--- src/rtl/matmul_sched_if.sv ---
// Bundle of job, J-memory, MatMul and result signals around the MatMul job sequencer.
// The master modport is the sequencer side; slave is the surrounding environment.
interface matmul_sched_if #(
  parameter int VECTOR_SIZE  = 256,
  parameter int ADDR_WIDTH   = 6,
  parameter int ENERGY_WIDTH = 21
);
  logic                           job_valid;
  logic                           job_ready;
  logic [VECTOR_SIZE-1:0]         job_sigma;
  logic signed [ENERGY_WIDTH-1:0] job_energy_prev;

  logic                           mem_req;
  logic [ADDR_WIDTH-1:0]          mem_addr;
  logic                           mem_gnt;

  logic                           mm_start;
  logic [VECTOR_SIZE-1:0]         mm_sigma;
  logic signed [ENERGY_WIDTH-1:0] mm_energy_prev;
  logic                           mm_chunk_valid;
  logic [ADDR_WIDTH-1:0]          mm_chunk_idx;
  logic                           mm_last;
  logic signed [ENERGY_WIDTH-1:0] mm_energy;
  logic                           mm_energy_valid;

  logic                           res_valid;
  logic                           res_ready;
  logic signed [ENERGY_WIDTH-1:0] res_energy;
  logic                           res_accept;
  logic                           res_timeout;
  logic                           busy;

  modport master (
    input  job_valid, job_sigma, job_energy_prev, mem_gnt, mm_energy, mm_energy_valid, res_ready,
    output job_ready, mem_req, mem_addr, mm_start, mm_sigma, mm_energy_prev, mm_chunk_valid,
           mm_chunk_idx, mm_last, res_valid, res_energy, res_accept, res_timeout, busy
  );

  modport slave (
    output job_valid, job_sigma, job_energy_prev, mem_gnt, mm_energy, mm_energy_valid, res_ready,
    input  job_ready, mem_req, mem_addr, mm_start, mm_sigma, mm_energy_prev, mm_chunk_valid,
           mm_chunk_idx, mm_last, res_valid, res_energy, res_accept, res_timeout, busy
  );
endinterface

--- src/rtl/matmul_sched.sv ---
// Job sequencer for the Ising energy MatMul: latches a job, streams all J chunks, returns energy + accept.
// Define MATMUL_SCHED_WDT_EN to add a WAIT_E watchdog that ends a job after WDT_CYCLES silent cycles.
module matmul_sched #(
  parameter int VECTOR_SIZE     = 256,
  parameter int J_COLS_PER_READ = 4,
  parameter int NUM_J_CHUNKS    = VECTOR_SIZE / J_COLS_PER_READ,
  parameter int ADDR_WIDTH      = $clog2(NUM_J_CHUNKS),
  parameter int MEM_LATENCY     = 2,
  parameter int ENERGY_WIDTH    = 21,
  parameter int WDT_CYCLES      = 1024
) (
  input  logic           clk,
  input  logic           rst,
  matmul_sched_if.master bus
);
  localparam logic [ADDR_WIDTH-1:0] LAST_CHUNK = ADDR_WIDTH'(NUM_J_CHUNKS - 1);

  if (MEM_LATENCY < 1 || WDT_CYCLES < 1) begin : g_param_check
    $error("matmul_sched: MEM_LATENCY and WDT_CYCLES must be at least 1");
  end

  typedef enum logic [2:0] {IDLE, START, FETCH, DRAIN, WAIT_E, RESULT} state_t;

  state_t                                 state_q, state_d;
  logic [ADDR_WIDTH-1:0]                  cnt_q, cnt_d;
  logic [MEM_LATENCY-1:0]                 vld_q, vld_d;
  logic [MEM_LATENCY-1:0][ADDR_WIDTH-1:0] idx_q, idx_d;
  logic [VECTOR_SIZE-1:0]                 sigma_q, sigma_d;
  logic signed [ENERGY_WIDTH-1:0]         eprev_q, eprev_d;
  logic signed [ENERGY_WIDTH-1:0]         res_e_q, res_e_d;
  logic                                   acc_q, acc_d;
`ifdef MATMUL_SCHED_WDT_EN
  localparam int               WDT_W    = $clog2(WDT_CYCLES + 1);
  localparam logic [WDT_W-1:0] WDT_LAST = WDT_W'(WDT_CYCLES - 1);
  logic [WDT_W-1:0]                       wdt_q, wdt_d;
  logic                                   to_q, to_d;
`endif

  always_comb begin
    state_d = state_q;
    cnt_d   = cnt_q;
    sigma_d = sigma_q;
    eprev_d = eprev_q;
    res_e_d = res_e_q;
    acc_d   = acc_q;
`ifdef MATMUL_SCHED_WDT_EN
    wdt_d   = '0;
    to_d    = to_q;
`endif
    // In-flight tracker: slot 0 takes this cycle's grant, the top slot is what memory returns now
    vld_d[0] = (state_q == FETCH) && bus.mem_gnt;
    idx_d[0] = cnt_q;
    for (int i = 1; i < MEM_LATENCY; i++) begin
      vld_d[i] = vld_q[i-1];
      idx_d[i] = idx_q[i-1];
    end

    case (state_q)
      IDLE: begin
        if (bus.job_valid) begin
          sigma_d = bus.job_sigma;
          eprev_d = bus.job_energy_prev;
          state_d = START;
        end
      end
      START: begin
        cnt_d   = '0;
        state_d = FETCH;
      end
      FETCH: begin
        if (bus.mem_gnt) begin
          if (cnt_q == LAST_CHUNK) begin
            cnt_d   = '0;
            state_d = DRAIN;
          end else begin
            cnt_d = cnt_q + 1'b1;
          end
        end
      end
      DRAIN: begin
        // Leave once the last returning chunk has been presented
        if (vld_d == '0) state_d = WAIT_E;
      end
      WAIT_E: begin
        if (bus.mm_energy_valid) begin
          res_e_d = bus.mm_energy;
          acc_d   = bus.mm_energy < eprev_q;
          state_d = RESULT;
`ifdef MATMUL_SCHED_WDT_EN
          to_d    = 1'b0;
        end else if (wdt_q == WDT_LAST) begin
          res_e_d = '0;
          acc_d   = 1'b0;
          to_d    = 1'b1;
          state_d = RESULT;
        end else begin
          wdt_d   = wdt_q + 1'b1;
`endif
        end
      end
      RESULT: begin
        if (bus.res_ready) state_d = IDLE;
      end
      default: state_d = IDLE;
    endcase
  end

  always_ff @(posedge clk) begin
    if (rst) begin
      state_q <= IDLE;
      cnt_q   <= '0;
      vld_q   <= '0;
      idx_q   <= '0;
      sigma_q <= '0;
      eprev_q <= '0;
      res_e_q <= '0;
      acc_q   <= 1'b0;
`ifdef MATMUL_SCHED_WDT_EN
      wdt_q   <= '0;
      to_q    <= 1'b0;
`endif
    end else begin
      state_q <= state_d;
      cnt_q   <= cnt_d;
      vld_q   <= vld_d;
      idx_q   <= idx_d;
      sigma_q <= sigma_d;
      eprev_q <= eprev_d;
      res_e_q <= res_e_d;
      acc_q   <= acc_d;
`ifdef MATMUL_SCHED_WDT_EN
      wdt_q   <= wdt_d;
      to_q    <= to_d;
`endif
    end
  end

  assign bus.job_ready      = (state_q == IDLE);
  assign bus.busy           = (state_q != IDLE);
  assign bus.mm_start       = (state_q == START);
  assign bus.mem_req        = (state_q == FETCH);
  assign bus.mem_addr       = cnt_q;
  assign bus.mm_sigma       = sigma_q;
  assign bus.mm_energy_prev = eprev_q;
  assign bus.mm_chunk_valid = vld_q[MEM_LATENCY-1];
  assign bus.mm_chunk_idx   = idx_q[MEM_LATENCY-1];
  assign bus.mm_last        = vld_q[MEM_LATENCY-1] && (idx_q[MEM_LATENCY-1] == LAST_CHUNK);
  assign bus.res_valid      = (state_q == RESULT);
  assign bus.res_energy     = res_e_q;
  assign bus.res_accept     = acc_q;
`ifdef MATMUL_SCHED_WDT_EN
  assign bus.res_timeout    = to_q;
`else
  assign bus.res_timeout    = 1'b0;
`endif
endmodule

--- src/flat_wrapper.sv ---
// flat-port wrapper written by rule: the top's interface ports become plain ports
module matmul_sched_flat 
#(
  parameter int VECTOR_SIZE     = 256,
  parameter int J_COLS_PER_READ = 4,
  parameter int NUM_J_CHUNKS    = VECTOR_SIZE / J_COLS_PER_READ,
  parameter int ADDR_WIDTH      = $clog2(NUM_J_CHUNKS),
  parameter int MEM_LATENCY     = 2,
  parameter int ENERGY_WIDTH    = 21,
  parameter int WDT_CYCLES      = 1024
)
  (clk, rst, bus_job_valid, bus_job_sigma, bus_job_energy_prev, bus_mem_gnt, bus_mm_energy, bus_mm_energy_valid, bus_res_ready, bus_job_ready, bus_mem_req, bus_mem_addr, bus_mm_start, bus_mm_sigma, bus_mm_energy_prev, bus_mm_chunk_valid, bus_mm_chunk_idx, bus_mm_last, bus_res_valid, bus_res_energy, bus_res_accept, bus_res_timeout, bus_busy);
  matmul_sched_if #(.VECTOR_SIZE(VECTOR_SIZE), .ADDR_WIDTH(ADDR_WIDTH), .ENERGY_WIDTH(ENERGY_WIDTH)) bus_i ();
  input  logic clk;
  input  logic rst;
  input wire logic [$bits(bus_i.job_valid)-1:0] bus_job_valid;
  input wire logic [$bits(bus_i.job_sigma)-1:0] bus_job_sigma;
  input wire logic [$bits(bus_i.job_energy_prev)-1:0] bus_job_energy_prev;
  input wire logic [$bits(bus_i.mem_gnt)-1:0] bus_mem_gnt;
  input wire logic [$bits(bus_i.mm_energy)-1:0] bus_mm_energy;
  input wire logic [$bits(bus_i.mm_energy_valid)-1:0] bus_mm_energy_valid;
  input wire logic [$bits(bus_i.res_ready)-1:0] bus_res_ready;
  output wire logic [$bits(bus_i.job_ready)-1:0] bus_job_ready;
  output wire logic [$bits(bus_i.mem_req)-1:0] bus_mem_req;
  output wire logic [$bits(bus_i.mem_addr)-1:0] bus_mem_addr;
  output wire logic [$bits(bus_i.mm_start)-1:0] bus_mm_start;
  output wire logic [$bits(bus_i.mm_sigma)-1:0] bus_mm_sigma;
  output wire logic [$bits(bus_i.mm_energy_prev)-1:0] bus_mm_energy_prev;
  output wire logic [$bits(bus_i.mm_chunk_valid)-1:0] bus_mm_chunk_valid;
  output wire logic [$bits(bus_i.mm_chunk_idx)-1:0] bus_mm_chunk_idx;
  output wire logic [$bits(bus_i.mm_last)-1:0] bus_mm_last;
  output wire logic [$bits(bus_i.res_valid)-1:0] bus_res_valid;
  output wire logic [$bits(bus_i.res_energy)-1:0] bus_res_energy;
  output wire logic [$bits(bus_i.res_accept)-1:0] bus_res_accept;
  output wire logic [$bits(bus_i.res_timeout)-1:0] bus_res_timeout;
  output wire logic [$bits(bus_i.busy)-1:0] bus_busy;
  assign bus_i.job_valid = bus_job_valid;
  assign bus_i.job_sigma = bus_job_sigma;
  assign bus_i.job_energy_prev = bus_job_energy_prev;
  assign bus_i.mem_gnt = bus_mem_gnt;
  assign bus_i.mm_energy = bus_mm_energy;
  assign bus_i.mm_energy_valid = bus_mm_energy_valid;
  assign bus_i.res_ready = bus_res_ready;
  assign bus_job_ready = bus_i.job_ready;
  assign bus_mem_req = bus_i.mem_req;
  assign bus_mem_addr = bus_i.mem_addr;
  assign bus_mm_start = bus_i.mm_start;
  assign bus_mm_sigma = bus_i.mm_sigma;
  assign bus_mm_energy_prev = bus_i.mm_energy_prev;
  assign bus_mm_chunk_valid = bus_i.mm_chunk_valid;
  assign bus_mm_chunk_idx = bus_i.mm_chunk_idx;
  assign bus_mm_last = bus_i.mm_last;
  assign bus_res_valid = bus_i.res_valid;
  assign bus_res_energy = bus_i.res_energy;
  assign bus_res_accept = bus_i.res_accept;
  assign bus_res_timeout = bus_i.res_timeout;
  assign bus_busy = bus_i.busy;
  matmul_sched #(.VECTOR_SIZE(VECTOR_SIZE), .J_COLS_PER_READ(J_COLS_PER_READ), .NUM_J_CHUNKS(NUM_J_CHUNKS), .ADDR_WIDTH(ADDR_WIDTH), .MEM_LATENCY(MEM_LATENCY), .ENERGY_WIDTH(ENERGY_WIDTH), .WDT_CYCLES(WDT_CYCLES)) u_core (.clk(clk), .rst(rst), .bus(bus_i));
endmodule
--- config.mk ---
export PLATFORM = sky130hd
export DESIGN_NAME = matmul_sched_flat
export DESIGN_NICKNAME = d
export VERILOG_FILES = /design/src/rtl/matmul_sched_if.sv /design/src/rtl/matmul_sched.sv /design/src/flat_wrapper.sv
export SDC_FILE = /design/constraint.sdc
export NUM_CORES = 1
export LEC_CHECK = 0
export ABC_AREA = 1
export CAP_MARGIN = 30
export CELL_PAD_IN_SITES_DETAIL_PLACEMENT = 1
export CELL_PAD_IN_SITES_GLOBAL_PLACEMENT = 2
export CORE_AREA = 2 2 239 241
export CTS_BUF_LIST = sky130_fd_sc_hd__clkbuf_8
export DETAILED_ROUTE_END_ITERATION = 8
export DIE_AREA = 0 0 241 243
export GPL_TIMING_DRIVEN = 0
export HOLD_SLACK_MARGIN = 0.12
export PLACE_DENSITY = 0.87
export SYNTH_ARGS = -nofsm -noshare
export SYNTH_HDL_FRONTEND = slang
export SYNTH_SLANG_ARGS = --single-unit
--- constraint.sdc ---
create_clock -name clk -period 1.8 [get_ports clk]
set_input_delay 0.36 -clock clk [delete_from_list [all_inputs] [get_ports clk]]
set_output_delay 0.36 -clock clk [all_outputs]
set_load 0.01 [all_outputs]
# --- Word-level counts from Yosys, hierarchy flattened ---
# Cells that the tools add are included.
op_classes:
  add_sub_neg: 1
  mul: 0
  div_mod_pow: 0
  magnitude_cmp: 1
  n_eq_ne: 13
  shift: 0
  muxes: 10
  n_bitwise: 0
  reduce_logical: 10
op_table:
  columns: ["op", "n"]
  rows:
  - ["$lt A21 B21 Y1", 1]
  - ["$mux W3", 6]
  - ["$pmux W3 S6", 1]
  - ["$eq A6 B6 Y1 const B", 2]
  - ["$mux W6", 2]
  - ["$pmux W6 S2", 1]
  - ["$ne A2 B2 Y1 const B", 4]
  - ["$add A6 B1 Y6 const B", 1]
  - ["$eq A3 B2 Y1 const B", 2]
  - ["$eq A3 B3 Y1 const B", 2]
  - ["$reduce_and A2 Y1", 3]
  - ["$reduce_and A6 Y1", 1]
  - ["$ne A2 B1 Y1 const B", 2]
  - ["$eq A3 B1 Y1 const B", 1]
  - ["$logic_not A3 Y1", 1]
  - ["$reduce_bool A3 Y1", 1]
  - ["$logic_and A1 B1 Y1", 2]
  - ["$logic_not A2 Y1", 1]
  - ["$reduce_bool A2 Y1", 1]
totals:
  reg_bits: 322
  latch_bits: 0
  ramBits: 0
  mem_bits_ro: 0
  in_bits: 304
  output_inout_bits: 319
  wordCells: 44
  n_memories: 0

# --- Longest topological paths before layout ---
depth:
  word_depth: 5
  ltp_mapped: 14
  ltp_nobuf: 14

# --- Worst setup path after synthesis ---
# No wires, ideal clock.
synth_timing:
  kind: "flip-flop to flip-flop"
  from: "reg u_core.eprev_q[20] (netlist: u_core.bus.mm_energy_prev[20])"
  to: "reg u_core.acc_q (netlist: u_core.bus.res_accept)"
  setup_time_ns: 0.109
  arrival_ns: 1.384
  required_time_ns: 1.691
  setup_slack_ns: 0.307
  path_stages_with_launch: 12
  path_buffers: 0
  period_less_slack_ns: 1.493
  cell_sequence: "dfxtp_1 -> inv_1 -> ha_1 -> nand2_1 -> nor2_1 -> nand2_1 -> nor2_1 -> nand2_1 -> nand4_1 -> nand3_1 -> nand2_1 -> inv_1"
synth_via:
  elab_chain_len: 1
synth_lines:
  columns: ["item", "line_no", "rtl"]
  rows:
  - ["start, declared", "matmul_sched.sv:29", "logic signed [ENERGY_WIDTH-1:0] eprev_q, eprev_d;"]
  - ["start signal, assigned", "matmul_sched.sv:128", "eprev_q <= eprev_d;"]
  - ["$lt A21 B21 Y1", "matmul_sched.sv:87", "acc_d = bus.mm_energy < eprev_q;"]
  - ["end signal, assigned", "matmul_sched.sv:117", "acc_q <= 1'b0;"]
  - ["end signal, assigned", "matmul_sched.sv:130", "acc_q <= acc_d;"]
  - ["end, declared", "matmul_sched.sv:31", "logic acc_q, acc_d;"]
# No other way between the ends.
# A chain may end at the register's enable or synchronous reset.

# --- Worst setup path in the final report ---
layout_timing:
  from: "reg u_core.state_q[0]"
  to: "out bus_job_ready"
layout_via:
  elab_chain_len: 1
layout_lines:
  columns: ["item", "line_no", "rtl"]
  rows:
  - ["start, declared", "matmul_sched.sv:24", "state_t state_q, state_d;"]
  - ["start signal, assigned", "matmul_sched.sv:123", "state_q <= state_d;"]
  - ["$logic_not A3 Y1", "matmul_sched.sv:138", "assign bus.job_ready = (state_q == IDLE);"]
  - ["end, declared", "flat_wrapper.sv:23", "output wire logic [$bits(bus_i.job_ready)-1:0] bus_job_ready;"]
# No other way between the ends.

==> flow_metrics.tcl <==
set metrics [dict create \
    place_hpwl_um 45300 \
    synth_common_cells "sky130_fd_sc_hd__nand2_1 (346), sky130_fd_sc_hd__dfxtp_1 (322), sky130_fd_sc_hd__a21oi_1 (309), sky130_fd_sc_hd__nand3_1 (267), sky130_fd_sc_hd__clkbuf_1 (60)" \
    dr_total_vias 13700 \
    post-route-period-util 1.00 \
    die_width_um 241 \
    drive_above_1_share 0.0921 \
    finalSetupViolations 0 \
    ys_warn_count 0 \
    relSlewSlack 0.502 \
    synth_cell_types 30 \
    syn_nets 1862 \
    critical_path.cell_chain "nor2_4 > nand2_4 > inv_12 > buf_6" \
    timing.reg2reg.setup_slack_ns 0.03 \
    outcome "finished, final reports clean" \
    path_delay_family "flip-flops" \
    core-area_mm2 0.0560 \
    cts_sinks 322 \
    die_height_um 243 \
    synthMostInstantiatedCell "sky130_fd_sc_hd__nand2_1" \
    grt_first_pass_wirelength_um 86100 \
    share_of_async_settable_or_async_resettable_flops_after_synthesis 0 \
    synth_area_leader_cell "sky130_fd_sc_hd__dfxtp_1" \
    timing_worst_slew_pin_value_ns 0.746 \
    synth.top_cells.by_area "sky130_fd_sc_hd__dfxtp_1 (53%), sky130_fd_sc_hd__a21oi_1 (13%), sky130_fd_sc_hd__nand3_1 (11%)" \
    fmaxAchievable_mhz 556 \
    worst_path_max_delay_cell "sky130_fd_sc_hd__dfxtp_4" \
    synth_top_area_frac 0.527 \
    crit_start "u_core.state_q[0]" \
    floorplan.initialDensity 0.219 \
    irDropWorstVdd_mv 0.615 \
    worst_r2r_path_depth 8 \
    crit_fanout 5 \
    grt_setup_unrepaired "yes" \
    numCtsBuffers 58 \
    critical_path.max_stage_delay_ns 0.37 \
    timing_hold_violations_final 0 \
    dominantRegCellSynth "sky130_fd_sc_hd__dfxtp_1" \
    timing.rr.end "u_core.bus.mm_sigma[48]" \
    drt_iter0_markers 393 \
    critical_path.n_buffers_inverters 2 \
    worstHoldPathCells 2 \
    hold_end "u_core.idx_d[9]" \
    worstSetupPathDepth 4 \
    syn_area_mm2 0.0122 \
    clock_tree_from_tritoncts "done" \
    deepest_level_of_the_cts_h_tree 2 \
    setup_slack_ns 0.000308 \
    grt_start_max_net_pins 16 \
    synth.yosys.seq_area_share 0.527 \
    gp_congestion 0.845 \
    postLayoutCellArea_mm2 0.0204 \
    area.growth.synth_to_final_pct 66.6 \
    grt_antenna_before_repair 8 \
    insertion_delay_ns 0.63 \
    total_leakage_power_nw 8.94 \
    synth-edff-count 0 \
    fin_worst_skew_ns 0.0195 \
    synthCells 1537 \
    min_path_type "input port to flip-flop" \
    data_arrival_critical_path_ns 1.44 \
    cts_buffer_depth 3 \
    finalPower_mw 26.7 \
    synth_seq_cells 322 \
    drt_wl_total_um 58200 \
    postPlaceCellArea_mm2 0.0194 \
    worst_ep_required_time_ns 1.44 \
    criticalPathCategory "flip-flop to output port" \
    critical_path.endpoint_type "output port" \
    power_per_cell_area_mw_per_mm2 1310 \
    clockRootBuffer "sky130_fd_sc_hd__clkbuf_8" \
    worst_setup_hold_path_clk_slew_ns 0.06 \
    drc 0 \
    worst_hold_startpoint "rst" \
    avgRoutedWirePerCell_um 19.2 \
    port_buffer_count 619 \
    drv.max_cap_violation_count 0 \
    beginning_of_the_worst_register_to_register_path "u_core.state_q[0]" \
    detailedRoute.firstPassIterationCount 5 \
    placement.setup.worst_slack_ns -0.561 \
    gr-usage-all-layers 0.190 \
    design.final.nets 2553 \
    startpoint_type "flip-flop" \
    grt_remaining_overflow 0 \
    drt_antenna_net_count 0 \
    top_level_ports 623 \
    die-area_mm2 0.0586 \
    vias_in_the_first_global_route 14500 \
    placement_rows 87 \
    post_cts_hold_buffer_count 0 \
    period_needed_ns 1.80 \
    syn_area_per_cell_um2 7.96 \
    routed_via_density 4.51 \
    final-max-slew-violation-count 0 \
]
-- report_power, final --
| part | internal (mW) | switching [mW] |
|---|---|---|
| combinational | 4.28 | 6.29 |
| clock | 3.70 | 3.13 |
| sequential | 8.51 | 0.759 |
-- worst max-delay path by stage --
stage / end / slack [ns]
finish: bus_job_ready / 0.0003
global route: bus_job_ready / -0.08
CTS: bus_job_ready / -0.19
detailed placement: u_core.bus.mm_sigma[248] / -0.56
global placement: u_core.bus.mm_sigma[253] / -0.47
floorplan: u_core.bus.res_accept / 0.31
-- per-layer routing --
metal	up-vias	part of all wire	global-route usage
met5	-	0.00070	0
met4	6	0.033	0.0735
li1	6531	-	-
met1	6548	0.39	0.214
met2	483	0.49	0.334
met3	110	0.078	0.0572
-- cells in the final DEF, fill, tap and decap left out, types with 26 or more instances in the layout --
| cell | instances |
|---|---|
| sky130_fd_sc_hd__nand2_1 | 342 |
| sky130_fd_sc_hd__dfxtp_1 | 311 |
| sky130_fd_sc_hd__dlygate4sd2_1 | 309 |
| sky130_fd_sc_hd__a21oi_1 | 308 |
| sky130_fd_sc_hd__clkdlybuf4s50_1 | 301 |
| sky130_fd_sc_hd__nand3_1 | 265 |
| sky130_fd_sc_hd__inv_1 | 74 |
| sky130_fd_sc_hd__clkbuf_8 | 72 |
| sky130_fd_sc_hd__clkbuf_1 | 58 |
| sky130_fd_sc_hd__buf_4 | 44 |
| sky130_fd_sc_hd__nor2_1 | 28 |
| sky130_fd_sc_hd__buf_2 | 27 |
| sky130_fd_sc_hd__o21ai_0 | 26 |
-- logic make-up after synthesis --
family	share of synthesized area
XOR/XNOR	0.000716
AO/OA/AOI/OAI	0.141
adder cells (fa/ha/maj)	0.0215
buffers and inverters	0.0764
AND/OR/NAND/NOR	0.234
flip-flops	0.527
other	0.000306
-- what timing repair did --
action	CTS	global route
endpoints found under the setup margin	318	252
resized for setup	366	37
pin swaps	2	5
buffers inserted	7	7
-- registers in the layout (all words and copies together) (netlist names) --
register and cells:
u_core.bus.mm_sigma 256, u_core.bus.mm_energy_prev 21, u_core.bus.res_energy 21, u_core.bus.mem_addr 6, u_core.bus.mm_chunk_idx 6, u_core.idx_d 6, u_core.state_q 3, u_core.vld_q 2
u_core.bus.res_accept 1
-- per-stage QoR --
stage,instances,util,hold WS [ns],TNS [ns]
after floorplan,1537,-,0.388,0
after global placement,2912,0.346,0.394,-85.37
after detailed placement,2912,0.346,0.402,-103.78
after CTS,3019,0.361,0.217,-0.592
after global routing,3030,0.364,0.251,-0.430
final,3030,0.364,0.266,0
-- area by class of cell --
cell class / instances / area, um2
fillers: 6897 / 35600
flip-flops and latches: 322 / 6470
repair buffers: 633 / 5930
multi-input cells: 1020 / 4930
clock buffers: 72 / 991
well taps: 756 / 946
plain buffers: 134 / 726
inverters: 59 / 241
clock inverters: 29 / 140
diodes: 5 / 12.5
Note: power is estimated with default switching activity, not from simulation.
